===== config.mk =====
export PLATFORM = sky130hd
export DESIGN_NAME = rps_match_scoreboard
export DESIGN_NICKNAME = d
export VERILOG_FILES = /design/src/rtl/rps_match_scoreboard.sv
export SDC_FILE = /design/constraint.sdc
export NUM_CORES = 1
export LEC_CHECK = 0
export CAP_MARGIN = 20
export CORE_UTILIZATION = 48
export CTS_BUF_LIST = sky130_fd_sc_hd__clkbuf_4 sky130_fd_sc_hd__clkbuf_8
export DETAILED_ROUTE_END_ITERATION = 7
export GPL_TIMING_DRIVEN = 0
export PLACE_DENSITY = 0.9
export REMOVE_ABC_BUFFERS = 1
export SLEW_MARGIN = 20
export SYNTH_ARGS = -nofsm -noshare
export SYNTH_HDL_FRONTEND = slang
export SYNTH_SLANG_ARGS = --single-unit

===== constraint.sdc =====
create_clock -name clk -period 2.6 [get_ports clk]
set_input_delay 0.39 -clock clk [delete_from_list [all_inputs] [get_ports clk]]
set_output_delay 0.39 -clock clk [all_outputs]
set_load 0.02 [all_outputs]

===== src/rtl/rps_match_scoreboard.sv =====
// First-to-N match scoreboard fed by the stone-paper-scissors judge result byte.
// Keeps scores, ties and round counts, declares the winner and drives a status character.
module rps_match_scoreboard #(
  parameter int WINS_TO_MATCH = 3,
  parameter int CNT_W         = 4,
  parameter int ROUND_W       = 5
) (
  input  logic               clk,
  input  logic               rst_n,
  input  logic               ena,
  input  logic [7:0]         res_code,
  input  logic               res_valid,
  output logic               res_ready,
  input  logic               new_match,
  output logic [CNT_W-1:0]   p1_score,
  output logic [CNT_W-1:0]   p2_score,
  output logic [CNT_W-1:0]   ties,
  output logic [ROUND_W-1:0] round_cnt,
  output logic [1:0]         state,
  output logic               match_over,
  output logic [1:0]         match_winner,
  output logic               err_pulse,
  output logic [7:0]         disp_out
);

  typedef enum logic [1:0] {
    IDLE = 2'b00,
    PLAY = 2'b01,
    DONE = 2'b10
  } state_t;

  localparam logic [CNT_W-1:0]   WIN_LAST  = CNT_W'(WINS_TO_MATCH - 1);
  localparam logic [CNT_W-1:0]   TIES_MAX  = '1;
  localparam logic [ROUND_W-1:0] ROUND_MAX = '1;

  state_t             state_reg, state_next;
  logic [CNT_W-1:0]   p1_reg, p1_next;
  logic [CNT_W-1:0]   p2_reg, p2_next;
  logic [CNT_W-1:0]   ties_reg, ties_next;
  logic [ROUND_W-1:0] round_reg, round_next;
  logic [1:0]         winner_reg, winner_next;
  logic               err_reg, err_next;
  logic               accept;

  always_ff @(posedge clk or negedge rst_n) begin
    if (!rst_n) begin
      state_reg  <= IDLE;
      p1_reg     <= '0;
      p2_reg     <= '0;
      ties_reg   <= '0;
      round_reg  <= '0;
      winner_reg <= 2'b00;
      err_reg    <= 1'b0;
    end else begin
      state_reg  <= state_next;
      p1_reg     <= p1_next;
      p2_reg     <= p2_next;
      ties_reg   <= ties_next;
      round_reg  <= round_next;
      winner_reg <= winner_next;
      err_reg    <= err_next;
    end
  end

  // A new_match in the same cycle as a result byte takes priority and drops the byte.
  assign accept = ena && res_valid && (state_reg == PLAY) && !new_match;

  always_comb begin
    state_next  = state_reg;
    p1_next     = p1_reg;
    p2_next     = p2_reg;
    ties_next   = ties_reg;
    round_next  = round_reg;
    winner_next = winner_reg;
    err_next    = 1'b0;

    if (ena && new_match) begin
      state_next  = PLAY;
      p1_next     = '0;
      p2_next     = '0;
      ties_next   = '0;
      round_next  = '0;
      winner_next = 2'b00;
    end else if (accept) begin
      case (res_code)
        8'h31: begin
          p1_next    = p1_reg + 1'b1;
          round_next = (round_reg == ROUND_MAX) ? round_reg : round_reg + 1'b1;
          if (p1_reg == WIN_LAST) begin
            state_next  = DONE;
            winner_next = 2'b01;
          end
        end
        8'h32: begin
          p2_next    = p2_reg + 1'b1;
          round_next = (round_reg == ROUND_MAX) ? round_reg : round_reg + 1'b1;
          if (p2_reg == WIN_LAST) begin
            state_next  = DONE;
            winner_next = 2'b10;
          end
        end
        8'h00: begin
          ties_next  = (ties_reg == TIES_MAX) ? ties_reg : ties_reg + 1'b1;
          round_next = (round_reg == ROUND_MAX) ? round_reg : round_reg + 1'b1;
        end
        default: err_next = 1'b1;
      endcase
    end
  end

  always_comb begin
    disp_out = 8'h2D;
    case (state_reg)
      PLAY: begin
        if (p1_reg > p2_reg)      disp_out = 8'h31;
        else if (p2_reg > p1_reg) disp_out = 8'h32;
        else                      disp_out = 8'h3D;
      end
      DONE:    disp_out = (winner_reg == 2'b01) ? 8'h41 : 8'h42;
      default: disp_out = 8'h2D;
    endcase
  end

  assign state        = state_reg;
  assign res_ready    = (state_reg == PLAY);
  assign match_over   = (state_reg == DONE);
  assign p1_score     = p1_reg;
  assign p2_score     = p2_reg;
  assign ties         = ties_reg;
  assign round_cnt    = round_reg;
  assign match_winner = winner_reg;
  assign err_pulse    = err_reg;

endmodule


After elaboration in Yosys (flattened, before gate mapping)
Index checks and enable logic that the tools add are counted.
Storage, ports and cells
  ROM bits: 0
  bits of input ports: 13
  logic and storage cells: 74
  bits in latches: 0
  output and inout port bits: 32
  flip-flop bits (word level): 22
  RAM bits: 0
  memories kept: 0
Operators by class
  eq/ne operators: 13
  divide/modulo/power cells: 0
  bitwise gates (word level): 0
  multipliers: 0
  $add $sub $neg: 4
  $lt $le $gt $ge: 2
  shifts and indexed selects: 0
  muxes and demuxes: 30
  reduce and logical (&&, ||, !) cells: 18
Operators by type and width (count)
  two-way mux 4 bit: 12
  two-way mux 5 bit: 4
  == test 8 x 6 -> 1 bit, second input constant: 2
  two-way mux 2 bit: 8
  case mux 8 bit (2 select lines): 1
  adder 4 x 1 -> 4 bit, second input constant: 3
  nonzero test 2 bit: 5
  == test 4 x 2 -> 1 bit, second input constant: 2
  > comparator 4 bit: 2
  logical NOT 8 bit: 1
  case mux 2 bit (2 select lines): 2
  inequality test 3 bit, second input constant: 2
  AND reduction 3 bit: 2
  adder 5 x 1 -> 5 bit, second input constant: 1
  == test 5 bit, second input constant: 1
  == test 2 x 1 -> 1 bit, second input constant: 2
  == test 4 bit, second input constant: 1
  logical AND 1 bit: 4
  inequality test 2 bit, second input constant: 2
  AND reduction 2 bit: 2
  AND reduction 4 bit: 1
  two-way mux 1 bit: 3
  nonzero test 3 bit: 1
  OR reduction 3 bit: 1
  other kinds (2): 2

Logic depth before layout (Yosys ltp)
  depth after elaboration: 5
  depth in mapped cells: 7
  depth with buffers taken out: 6

Least setup slack after synthesis
OpenSTA, ideal clock, no wires.
  path type: flip-flop to output port
  start point: reg p1_reg[1] (netlist: p1_score[1])
  end point: out disp_out[3]
  path slack: 404 ps
  data arrival time: 1806 ps
  stages on the path, launching flop included: 8
  cell sequence: dfrtp_1 > inv_1 > ha_1 > nor2b_1 > o21ai_0 > a211oi_1 > o21bai_1 > buf_4
Between the ends
  longest elaborated chain between the ends: 4
  elaborated cells on any way between the ends: 5
  those cells by class: order compare: 2; mux: 3
Ends and longest elaborated chain
  start, declared: RTL line 37  | logic [CNT_W-1:0] p1_reg, p1_next;
  start signal, assigned: RTL line 56  | p1_reg <= p1_next;
  > comparator 4 bit: RTL line 116  | else if (p2_reg > p1_reg) disp_out = 8'h32;
  two-way mux 4 bit: RTL line 116
  two-way mux 4 bit (*): RTL line 115  | if (p1_reg > p2_reg) disp_out = 8'h31;
  case mux 8 bit (2 select lines) (*): RTL line 113  | case (state_reg)
  end, declared: RTL line 23  | output logic [7:0] disp_out
Every way passes the cells marked *; elsewhere a longest branch is shown, timed or not.

Worst setup path in the final report
  start point: reg p2_reg[1] (netlist: p2_score[1])
  end point: out disp_out[2]
Between the ends
  longest elaborated chain between the ends: 4
  elaborated cells on any way between the ends: 5
  those cells by class: order compare: 2; mux: 3
Ends and longest elaborated chain
  start, declared: RTL line 38  | logic [CNT_W-1:0] p2_reg, p2_next;
  start signal, assigned: RTL line 57  | p2_reg <= p2_next;
  > comparator 4 bit: RTL line 116
  two-way mux 4 bit: RTL line 116
  two-way mux 4 bit (*): RTL line 115
  case mux 8 bit (2 select lines) (*): RTL line 113
Marked as above.

==> flow_metrics.env <==
export IMPL_critPathCapture="disp_out[2]"
export IMPL_clock_sinks=22
export IMPL_overflow=0
export IMPL_grt_use_total_pct=23.0
export IMPL_synth_largest_type_area_fraction_pct=39.2
export IMPL_start_kind="flip-flop"
export IMPL_worst_endpoint_required_ps=2210
export IMPL_synth_area_um2=1400
export IMPL_cp_arrival_ps=2060
export IMPL_period_share_pct=94.1
export IMPL_rows=19
export IMPL_drc_errors=0
export IMPL_cts_buffers=3
export IMPL_dr_pass1_iters=4
export IMPL_grt_met2_usage_pct=40.8
export IMPL_die_area_um2=3140
export IMPL_period_minus_slack_ps=2450
export IMPL_area_growth_syn_to_layout_pct=33.6
export IMPL_antenna_found_initial=0
export IMPL_ff_latch_area_um2=553
export IMPL_num_vias=1295
export IMPL_r2r_start="state[1]$_DFFE_PN0P_"
export IMPL_grt_busiest_layer="met2"
export IMPL_multi_input_area_um2=748
export IMPL_stdcell_count=223
export IMPL_die_h_um=56.1
export IMPL_grt_pass1_wl_um=5730
export IMPL_place_inst=219
export IMPL_fin_nets=220
export IMPL_final_antenna_net_count=0
export IMPL_power_density_nw_per_um2=350
export IMPL_cp_end_kind="output pin"
export IMPL_post_drt_wl_per_cell_um=15.1
export IMPL_grt_max_degree=23
export IMPL_startpoint="p2_score[1]$_DFFE_PN0P_"
export IMPL_largest_reg_flops=5
export IMPL_cts_root_buf="clkbuf_4"
export IMPL_worstSkewPairLatency_ps=300
export IMPL_worstPathMaxFanout=6
export IMPL_yosys_warnings=0
export IMPL_switchingPower_uw=134
export IMPL_netlist_instances=152
export IMPL_dieWidth_um=56.1
export IMPL_coreArea_um2=2760
export IMPL_io_pins=45
export IMPL_io_buffers=43
export IMPL_max_cap_violations=0
export IMPL_globalplace_congestion=0.802
export IMPL_p_leak_uw=0.000790
export IMPL_hpwl_um=2580
export IMPL_synth_area_leaders="dfrtp_1, ha_1, inv_1"
export IMPL_max_freq_ghz=0.409
export IMPL_hold_viol_final=0
export IMPL_switching_share_pct=20.4
export IMPL_initial_core_util_pct=50.9
export IMPL_grt_pass1_vias=1298
export IMPL_n_antenna_cell=0
export IMPL_seq_area_frac_synth_pct=39.2
export IMPL_r2r_end="p1_score[2]$_DFFE_PN0P_"
export IMPL_setup_violations=0
export IMPL_routed_wl_um=3370
export IMPL_min_path_type="primary input to asynchronous set/reset pin"
export IMPL_postCtsSetupBuffers=0
export IMPL_pwr_share_seq_pct=52.4
export IMPL_routed_via_density=5.81
export IMPL_max_vdd_ir_drop_mv=0.334
export IMPL_use_met1_pct=27.8
export IMPL_worst_r2r_setup_slack_ps=450
export IMPL_p_int_uw=522
export IMPL_avgSynthCellArea_um2=9.24
export IMPL_postLayoutCoreUtil_pct=68.0
export IMPL_final_max_slew_violation_count=0
export IMPL_layout_drive_gt1_share_pct=5.73
export IMPL_clkTransAtPathRegs_ps=130
export IMPL_cts_tree="done"
export IMPL_clock_tree_htree_level_count=1
export IMPL_status="complete, no violations"
export IMPL_synth_seq_cells=22
export IMPL_clkPwrFrac_pct=39.4
export IMPL_use_met3_pct=3.02
export IMPL_finalSetupTns_ps=0
export IMPL_path_class="flip-flop to output pin"
export IMPL_nFillCells=211
export IMPL_drt_iter0_markers=65
export IMPL_fin_worst_skew_ps=7.25
export IMPL_reg2reg_depth=6
export IMPL_power_frac_comb_pct=8.2
export IMPL_tightest_slew_ps=516
export IMPL_yosys_cell_types_count=36
export IMPL_cts_resized_gates=5
export IMPL_slew_headroom_pct=65.5
export IMPL_yosys_area_top_type="dfrtp_1"
export IMPL_clock_path_buffers=2
export IMPL_hold_buffers=0
## routing by layer
layer  share of wire, %  vias up
met5                  0        -
met4                1.6        0
met3                3.6        6
met2                 53       43
met1                 42      620
li1                   -      626
## worst max-delay path, stage by stage (launching register included)
cell and delay, ps:
dfrtp_1 490, ha_1 330, nor2b_1 130, o21ai_1 100, a211oi_1 230, o21bai_1 150, clkdlybuf4s15_1 330
## synth_stat cells (all sizes together)
library cell  count
nand2b            1
nand4b            2
nor2              6
nor3              1
nor2b             1
conb              1
and3              1
nand2             9
o21bai            1
buf               5
a21oi             8
and4b             2
ha               14
xor2              2
nor4              2
or4               7
and2              1
clkbuf            2
nor4b             1
o211ai            2
dfrtp            22
nand4             2
a211o             1
o31ai             3
a211oi            1
nand3            11
a31oi             2
or3               4
o221a             1
inv              17
mux2i             5
o21a              3
o21ai            11
## area by class of cell
cell class	instances	share of cell area (%)
clock buffers	3	1.20
clock inverters	1	1.60
inverters	17	3.40
multi-input cells	106	39.9
flip-flops and latches	22	29.5
well taps	31	2.07
repair buffers	43	22.3
## placed cells by master (no fill, tap or decap), types with 2 or more instances in the layout
master           synthesis  routed
a21oi_1                  8       8
and4b_1                  2       2
nand2_1                  9       9
nand3_1                 11      11
nor4_1                   2       2
dfrtp_1                 22      20
o21a_1                   3       3
or3_1                    3       3
mux2i_1                  5       5
clkbuf_4                 0       3
clkdlybuf4s50_1          0      38
o211ai_1                 2       2
nand4b_1                 2       2
nor2_1                   6       6
o31ai_1                  3       3
clkdlybuf4s15_1          0       2
inv_1                   17      17
o21ai_0                 11      10
a31oi_1                  2       2
ha_1                    14      14
nand4_1                  2       2
dfrtp_2                  0       2
or4_1                    6       6
xor2_1                   2       2
## kinds of logic (layout without fill, tap and decap cells)
group / after synthesis / in the layout / synth area share [%]
XOR/XNOR: 2 / 2 / 1.25
flip-flops: 22 / 22 / 39.2
AND/OR/NAND/NOR: 51 / 51 / 21.3
adder cells (fa/ha/maj): 14 / 14 / 12.5
AO/OA/AOI/OAI: 33 / 33 / 14.4
buffers and inverters: 24 / 64 / 7.49
other: 1 / 1 / 0.267
multiplexers: 5 / 5 / 3.57
## metrics by stage
step | instance area (um^2) | setup WS, ps | hold WS (ps) | total power, uW
floorplan | 1360 | 304 | 94.4 | 367
global placement | 1830 | 111 | 518 | 402
detailed placement | 1830 | 80.9 | 550 | 404
CTS | 1880 | 68.9 | 569 | 665
global route | 1880 | -10.5 | 34.0 | 690
finish | 1880 | 152 | 26.8 | 656
## worst min path at each step
stage / slack (ps) / startpoint / endpoint
floorplan: 90 / rst_n / err_pulse$_DFF_PN0_
global placement: 520 / round_cnt[0]$_DFFE_PN0P_ / round_cnt[0]$_DFFE_PN0P_
detailed placement: 550 / round_cnt[0]$_DFFE_PN0P_ / round_cnt[0]$_DFFE_PN0P_
CTS: 570 / round_cnt[0]$_DFFE_PN0P_ / round_cnt[0]$_DFFE_PN0P_
global route: 30 / rst_n / p1_score[2]$_DFFE_PN0P_
finish: 30 / rst_n / p2_score[2]$_DFFE_PN0P_
## power by group through the flow
stage | registers [uW] | logic (uW) | clock network (uW)
global route | 344 | 58.5 | 288
global placement | 350 | 52.2 | 0
finish | 343 | 54.0 | 258
floorplan | 351 | 16.2 | 0
detailed placement | 350 | 54.2 | 0
CTS | 343 | 54.2 | 267
No activity file was read; power rests on OpenSTA's default activity.
